### config.mk
export PLATFORM = sky130hd
export DESIGN_NAME = multdiv_stall_controller
export DESIGN_NICKNAME = d
export VERILOG_FILES = /design/src/rtl/multdiv_stall_controller_pkg.sv /design/src/rtl/md_timeout_counter.sv /design/src/rtl/multdiv_stall_controller.sv
export SDC_FILE = /design/constraint.sdc
export NUM_CORES = 1
export LEC_CHECK = 0
export BUFFER_PORTS_ARGS = -buffer_cell sky130_fd_sc_hd__buf_4
export CAP_MARGIN = 10
export CELL_PAD_IN_SITES_DETAIL_PLACEMENT = 1
export CELL_PAD_IN_SITES_GLOBAL_PLACEMENT = 1
export CORE_MARGIN = 3
export CORE_UTILIZATION = 25
export DETAILED_ROUTE_END_ITERATION = 10
export PLACE_DENSITY_LB_ADDON = 0.25
export SETUP_SLACK_MARGIN = 0.15
export SLEW_MARGIN = 40
export SYNTH_ARGS = -nofsm -noshare
export SYNTH_HDL_FRONTEND = slang
export SYNTH_SLANG_ARGS = --single-unit
### constraint.sdc
create_clock -name clock -period 1.54 [get_ports clock]
set_input_delay 0.154 -clock clock [delete_from_list [all_inputs] [get_ports clock]]
set_output_delay 0.154 -clock clock [all_outputs]
set_load 0.03 [all_outputs]
### src/rtl/multdiv_stall_controller_pkg.sv
// Shared constants and types for the multdiv stall controller.
// Holds the instruction decode constants, the FSM state encoding, the
// rstatus exception codes, the rstatus register index and the default
// BUSY timeout.
package multdiv_stall_controller_pkg;

    // Instruction decode fields
    localparam logic [4:0] OpcodeAlu = 5'b00000;
    localparam logic [4:0] AluOpMul  = 5'b00110;
    localparam logic [4:0] AluOpDiv  = 5'b00111;

    // Exception writeback payload
    localparam logic [31:0] RstatusMul = 32'd4;
    localparam logic [31:0] RstatusDiv = 32'd5;
    localparam logic [4:0]  RegRstatus = 5'd30;

    // Maximum BUSY cycles before a forced exception
    localparam int unsigned TimeoutDefault = 40;

    typedef enum logic [1:0] {
        StIdle,
        StStart,
        StBusy,
        StDone
    } md_state_e;

    typedef enum logic {
        OpMul,
        OpDiv
    } md_op_e;

    // True for an ALU-opcode instruction whose ALUop selects mul or div.
    function automatic logic is_md_instr(input logic [4:0] opcode, input logic [4:0] aluop);
        return (opcode == OpcodeAlu) && ((aluop == AluOpMul) || (aluop == AluOpDiv));
    endfunction

endpackage

### src/rtl/md_timeout_counter.sv
// Cycle counter bounding how long the controller waits for the multdiv unit.
// Ports:
//   clk_i  - clock, rising edge
//   rst_ni - asynchronous active-low reset, counter to 0
//   clr_i  - synchronous clear (has priority over enable)
//   en_i   - increment by one this cycle
//   tc_o   - high while the count equals TermCount
module md_timeout_counter #(
    parameter int unsigned Width     = 6,
    parameter int unsigned TermCount = 39
) (
    input  logic clk_i,
    input  logic rst_ni,
    input  logic clr_i,
    input  logic en_i,
    output logic tc_o
);

    logic [Width-1:0] cnt_d, cnt_q;

    always_comb begin
        cnt_d = cnt_q;
        if (clr_i) begin
            cnt_d = '0;
        end else if (en_i) begin
            cnt_d = cnt_q + 1'b1;
        end
    end

    always_ff @(posedge clk_i or negedge rst_ni) begin
        if (!rst_ni) begin
            cnt_q <= '0;
        end else begin
            cnt_q <= cnt_d;
        end
    end

    assign tc_o = (cnt_q == Width'(TermCount));

endmodule

### src/rtl/multdiv_stall_controller.sv
// Stall controller sequencing a multi-cycle multiply/divide unit from the
// Execute stage. It latches operands, pulses the unit's start line, freezes
// the pipeline while the unit works and hands back a one-cycle writeback.
// Ports:
//   clock, reset_n               - clock (rising edge), async active-low reset
//   IR_Execute                   - instruction currently in Execute
//   operandA, operandB           - bypassed Execute operands
//   flush                        - abort the in-flight operation
//   md_resultRDY/exception/result- multdiv unit outputs
//   md_ctrl_MULT, md_ctrl_DIV    - one-cycle start pulses to the unit
//   md_operandA, md_operandB     - operands held for the unit
//   stall                        - freeze PC/F/D/X latches (combinational)
//   done, wren, result, dest_reg - writeback payload, valid for one cycle
module multdiv_stall_controller
    import multdiv_stall_controller_pkg::*;
#(
    parameter int unsigned TIMEOUT = TimeoutDefault,
    parameter int unsigned CNT_W   = 6
) (
    input  logic        clock,
    input  logic        reset_n,
    input  logic [31:0] IR_Execute,
    input  logic [31:0] operandA,
    input  logic [31:0] operandB,
    input  logic        flush,
    input  logic        md_resultRDY,
    input  logic        md_exception,
    input  logic [31:0] md_result,
    output logic        md_ctrl_MULT,
    output logic        md_ctrl_DIV,
    output logic [31:0] md_operandA,
    output logic [31:0] md_operandB,
    output logic        stall,
    output logic        done,
    output logic [31:0] result,
    output logic [4:0]  dest_reg,
    output logic        wren
);

    md_state_e   state_d, state_q;
    md_op_e      op_d, op_q;
    logic [4:0]  rd_d, rd_q;
    logic [31:0] opa_d, opa_q;
    logic [31:0] opb_d, opb_q;
    logic        mult_d, mult_q;
    logic        div_d, div_q;
    logic        done_d, done_q;
    logic        wren_d, wren_q;
    logic [31:0] result_d, result_q;
    logic [4:0]  dest_d, dest_q;
    logic        cnt_clr, cnt_en, cnt_tc;
    logic        is_md, is_div;
    logic        unused_ir;

    assign is_md     = is_md_instr(IR_Execute[31:27], IR_Execute[6:2]);
    assign is_div    = (IR_Execute[6:2] == AluOpDiv);
    assign unused_ir = ^{IR_Execute[21:7], IR_Execute[1:0]};

    md_timeout_counter #(
        .Width     (CNT_W),
        .TermCount (TIMEOUT - 1)
    ) u_timeout_counter (
        .clk_i  (clock),
        .rst_ni (reset_n),
        .clr_i  (cnt_clr),
        .en_i   (cnt_en),
        .tc_o   (cnt_tc)
    );

    always_comb begin
        state_d  = state_q;
        op_d     = op_q;
        rd_d     = rd_q;
        opa_d    = opa_q;
        opb_d    = opb_q;
        mult_d   = 1'b0;
        div_d    = 1'b0;
        done_d   = 1'b0;
        wren_d   = 1'b0;
        result_d = result_q;
        dest_d   = dest_q;
        cnt_clr  = 1'b0;
        cnt_en   = 1'b0;
        stall    = 1'b0;

        unique case (state_q)
            StIdle: begin
                if (is_md && !flush) begin
                    stall   = 1'b1;
                    op_d    = is_div ? OpDiv : OpMul;
                    rd_d    = IR_Execute[26:22];
                    opa_d   = operandA;
                    opb_d   = operandB;
                    // Start pulse is registered so it is high during START.
                    mult_d  = !is_div;
                    div_d   = is_div;
                    state_d = StStart;
                end
            end
            StStart: begin
                stall   = 1'b1;
                cnt_clr = 1'b1;
                state_d = flush ? StIdle : StBusy;
            end
            StBusy: begin
                stall  = 1'b1;
                cnt_en = 1'b1;
                if (flush) begin
                    state_d = StIdle;
                end else if (md_resultRDY || cnt_tc) begin
                    // RDY outranks a coincident timeout.
                    done_d  = 1'b1;
                    wren_d  = 1'b1;
                    state_d = StDone;
                    if (md_resultRDY && !md_exception) begin
                        result_d = md_result;
                        dest_d   = rd_q;
                    end else begin
                        result_d = (op_q == OpDiv) ? RstatusDiv : RstatusMul;
                        dest_d   = RegRstatus;
                    end
                end
            end
            StDone: begin
                state_d = StIdle;
            end
            default: begin
                state_d = StIdle;
            end
        endcase
    end

    always_ff @(posedge clock or negedge reset_n) begin
        if (!reset_n) begin
            state_q  <= StIdle;
            op_q     <= OpMul;
            rd_q     <= '0;
            opa_q    <= '0;
            opb_q    <= '0;
            mult_q   <= 1'b0;
            div_q    <= 1'b0;
            done_q   <= 1'b0;
            wren_q   <= 1'b0;
            result_q <= '0;
            dest_q   <= '0;
        end else begin
            state_q  <= state_d;
            op_q     <= op_d;
            rd_q     <= rd_d;
            opa_q    <= opa_d;
            opb_q    <= opb_d;
            mult_q   <= mult_d;
            div_q    <= div_d;
            done_q   <= done_d;
            wren_q   <= wren_d;
            result_q <= result_d;
            dest_q   <= dest_d;
        end
    end

    // A flush arriving during START must not let the unit start.
    assign md_ctrl_MULT = mult_q & ~flush;
    assign md_ctrl_DIV  = div_q & ~flush;
    assign md_operandA  = opa_q;
    assign md_operandB  = opb_q;
    assign done         = done_q;
    assign wren         = wren_q;
    assign result       = result_q;
    assign dest_reg     = dest_q;

endmodule
# == Yosys cells after proc, flatten, opt, wreduce, memory -nomap -nowiden ==
# Index checks and enable logic that the tools add are counted.
# word_totals
regBits,118
word_cells,60
in_bits,133
out_inout_bits,106
# classes
addsub,1
bitwise_logic,3
n_mux,22
n_eq_ne,8
n_reduce_logical,15
# op_table
operator,n
2-to-1 mux 32 bit,1
2-to-1 mux 1 bit,12
2-to-1 mux 6 bit,2
"equality test 5 x 3 -> 1 bit, second input constant",2
2-to-1 mux 2 bit,4
one-hot mux 2 bit (4 select lines),1
"adder 6 x 1 -> 6 bit, second input constant",1
"equality test 6 bit, second input constant",1
zero test 5 bit,1
2-to-1 mux 5 bit,1
"equality test 2 bit, second input constant",2
AND reduction 2 bit,2
logical AND 1 bit,3
zero test 1 bit,3
"inequality test 3 bit, second input constant",1
AND reduction 3 bit,1
bitwise AND 1 bit,2
"equality test 2 x 1 -> 1 bit, second input constant",1
zero test 2 bit,1
logical OR 1 bit,2
"inequality test 2 bit, second input constant",1
one-hot mux 1 bit (2 select lines),1
nonzero test 2 bit,1
OR reduction 2 bit,1
inverter 1 bit,1

# == Logic depth before layout (Yosys ltp) ==
# logic_depth
depth_word,6
depth_mapped,7
depth_no_buf,6

# == By module ==
# Synthesis repeated with hierarchy kept, for this count alone.
# unflattened
cells_unflattened,362
hier_area_um2,5149.9
# modules_own_cells
module,area_per_inst_um2,n_inst,cells_each,seq_area_each_um2
multdiv_stall_controller,4863.4,1,334,2802.7
md_timeout_counter,286.5,1,28,150.1

# == Worst setup path after synthesis ==
# OpenSTA, ideal clock, no wires.
# synth_path
path_type,reg-to-output
start,register state_q[1]
end,output port stall
arrival_time_ns,1.672
required_time_ns,1.386
setup_slack_ns,-0.286
stages_incl_launch_ff,6
n_path_buf,1
path_cell_list,dfrtp_1 > inv_1 > ha_1 > nand4_4 > buf_6 > a21oi_1
# synth_between
elab_chain_cells,3
elab_cells_between_ends,5
cone_classes,eq/ne (2); mux (1); reduce/logical (2)
# synth_lines
element,line_no,rtl
"start, declared",multdiv_stall_controller.sv:40,"md_state_e state_d, state_q;"
"start signal, assigned",multdiv_stall_controller.sv:135,state_q <= StIdle;
"start signal, assigned",multdiv_stall_controller.sv:147,state_q <= state_d;
equality test 2 bit / equality test 2 x 1 -> 1 bit (equally long branches),multdiv_stall_controller.sv:86,unique case (state_q)
OR reduction 2 bit (no line),n/a,
one-hot mux 1 bit (2 select lines) *,multdiv_stall_controller.sv:86,
"end, declared",multdiv_stall_controller.sv:33,"output logic stall,"
# Every way passes the cells marked *; elsewhere a longest branch is shown, timed or not.

# == Worst setup path after layout ==
# layout_path
start,register state_q[0]
end,"register result_q[9], in the netlist result[9]"
# layout_between
elab_chain_cells,2
# layout_lines
element,line_no,rtl
equality test 2 bit,multdiv_stall_controller.sv:86,
AND reduction 3 bit (no line),n/a,
"end signal, assigned",multdiv_stall_controller.sv:156,result_q <= result_d;
"end, declared",multdiv_stall_controller.sv:49,"logic [31:0] result_d, result_q;"
# No other way between the ends.
# A chain may end at the register's enable or synchronous reset.

==> run metrics <==
Worst slew margin=between 60 and 70%; GRT Residual Overflow=0; core area=19700 sq um; final HPWL from detailed placement=11000 microns; Iteration-0 DRC Markers=between 70 and 80; Clock Skew=between 0.003 and 0.004 ns; Ys Warns=0; CTS tree=yes; standard-cell rows=51; Routed Antenna Nets=0; maximum VDD drop=approximately 0.0007 V; # fillers=roughly 2100; Worst Tran Pin Value=0.467 ns; CTS Buf Count=17; crit start category=register; Clock Sinks=roughly 120; DR vias/cell=4.41; Post-synth top flop=dfrtp_1; syn avg cell area=13.4 sq um; DRT Wirelength=around 19000 microns; H-tree levels=4; routability cong.=0.751; PortBufs=approximately 220; final setup violation count=86; DRC Markers=0; clock buffer depth=2; clk_lat worst skew=0.40 ns; Final WS setup=-0.144 ns; mapped cell area=slightly above 5000 sq um; crit share post-route=109%; nets=between 800 and 900; Post-synth ARST share=100%; # Max-Cap Violations=0; Die Y-Extent=148 microns; Post-synth EDFFs=0; Final Hold Fails=0; Die Area=between 20000 and 25000 sq um; Total GRT Usage=roughly 17%; Fmax=roughly 590 MHz; Critical Path AT=about 2.0 ns; First-pass DRT Iterations=4; post-synth top area share=between 50% and 60%; largest net degree at the start of global routing=46; flop and latch count out of synthesis=roughly 120; Final Slew Violations=0; via count=roughly 4500; min cycle time layout=between 1.5 and 2 ns; Pleak=slightly below 5 nW; failing checks=negative setup slack; Worst-path clk slew=0.06 ns; share of cells above drive strength 1=around 58%; Synth area leader=dfrtp_1; largest cells by area after synthesis=dfrtp_1, mux2_4, o21ai_0; area grow syn2layout=91.0%; Worst Hold Class=input port to register; post-synthesis sequential area ratio=between 50 and 60%; critical setup path kind=register to register; global-route wire length before repair=29100 microns; status=complete, but fails checks; cells after synthesis=~380; initial antenna violation count=1; RSZ-0062 raised after global routing=true; post-synthesis net count=a little over 500; total power=~0.012 W; DR WL/cell=18.5 microns; CP Capture Type=register; Yosys cell types=34; final design utilization=slightly below 50%; power per cell area=around 1300 nW/um^2; Initial Utilization=25.7%; Horiz. Die Dim=148 microns; CTS root buf=clkbuf_16; Crit Path Max Fanout=4; vias in the first global route=between 5000 and 6000; Top Ports=239; worst path required time=1.87 ns
## where the power goes
part | internal, W | switching (W) | total [W]
registers | 0.00358 | 0.000310 | 0.00389
clock network | 0.00291 | 0.00147 | 0.00438
logic | 0.00188 | 0.00215 | 0.00403
total | 0.00836 | 0.00393 | 0.0123
## synth_stat cells (2+ instances only)
library cell,count
ha_1,5
dfrtp_1,118
nor2_1,9
mux2i_1,2
mux2_4,66
a21oi_1,4
nand2_1,34
buf_6,7
nand3_1,2
inv_1,5
nand2b_1,4
a31oi_1,2
clkbuf_1,12
buf_2,3
o21ai_0,76
mux2_2,5
nor2b_1,4
## layout make-up
cell class | count | area [sq um] | share of cell area (%)
flip-flops and latches | 118 | 2950 | 30.6
multi-input cells | 228 | 2220 | 23.1
diodes | 1 | 2.50 | 0.0260
inverters | 5 | 23.8 | 0.247
well taps | 265 | 332 | 3.44
clock buffers | 19 | 443 | 4.60
clock inverters | 13 | 204 | 2.12
repair buffers | 370 | 3450 | 35.8
## metrics by stage
| step | worst slack, ns | hold slack, ns | std cells | cell area (sq um) | setup TNS (ns) |
|---|---|---|---|---|---|
| after floorplan | 0.0120 | -0.142 | 375 | 5140 | 0 |
| after global placement | -0.0310 | 0.139 | 859 | 7220 | -0.848 |
| after detailed placement | -0.0594 | 0.134 | 859 | 7220 | -1.44 |
| after CTS | -0.170 | 0.000315 | 1015 | 9510 | -8.45 |
| after global routing | -0.226 | 0.00748 | 1019 | 9630 | -14.21 |
| final | -0.144 | 0.0193 | 1019 | 9630 | -9.23 |
## cells by family (layout without fill, tap and decap cells)
kind of cell | count (synthesis) | after routing | share of synthesized area, %
compound gates | 89 | 89 | 9.40
xor+xnor | 2 | 2 | 0.347
fa+ha+maj | 5 | 5 | 1.24
buf+inv | 29 | 407 | 3.37
flops | 118 | 118 | 58.5
mux | 73 | 73 | 21.2
other cells | 0 | 1 | 0
simple gates | 59 | 59 | 5.93
## layout by cell type, fill, tap and decap left out, drive strengths merged, types with 2 or more instances in the layout
| cell | count |
|---|---|
| dfrtp | 118 |
| o21ai | 77 |
| bufinv | 5 |
| clkinv | 5 |
| bufbuf | 2 |
| clkinvlp | 4 |
| buf | 271 |
| nand4 | 2 |
| inv | 4 |
| ha | 5 |
| nor2 | 9 |
| nand3 | 2 |
| nor2b | 4 |
| a21oi | 4 |
| a31oi | 2 |
| dlygate4sd3 | 96 |
| mux2i | 2 |
| nand2b | 4 |
| nand2 | 34 |
| mux2 | 71 |
| clkbuf | 20 |
## critical path: stages (launching register included)
cell      delay [ns]
dfrtp_1         0.39
inv_2           0.09
buf_6           0.10
buf_6           0.08
ha_4            0.15
nor2b_4         0.18
nand2b_4        0.09
buf_8           0.15
buf_12          0.12
buf_16          0.13
o21ai_4         0.11
## worst paths after layout
path                                   endpoint  slack, ns  depth (start not counted)     startpoint
worst max-delay path                  result[9]      -0.14                         10     state_q[0]
max in group asynchronous       md_operandB[14]       0.65                          3        reset_n
min in group asynchronous             result[4]       0.26                          2        reset_n
worst max register to register        result[9]      -0.14                         10     state_q[0]
worst min-delay path                 result[20]       0.02                          3  md_result[20]
worst min register to register             op_q       0.49                          1           op_q
## routing by layer
layer  global-route usage [%]  routed length [microns]  share of wire, %  vias to the layer above
li1                         -                        -                 -                     2049
met1                     19.1                     7320                39                     2275
met2                     31.4                    10200                54                      150
met3                     4.38                     1010               5.4                       22
met4                     5.27                      297               1.6                        0
met5                        0                        0                 0                        -
## repair_timing
item | CTS | global route
pin swaps | 36 | 12
endpoints found under the setup margin | 102 | 114
hold buffers | 96 | 0
resized for setup | 112 | 15
cloned | 10 | 1
hold endpoints to repair | 127 | 0
setup buffers | 18 | 2
(Power assumes the default switching activity.)
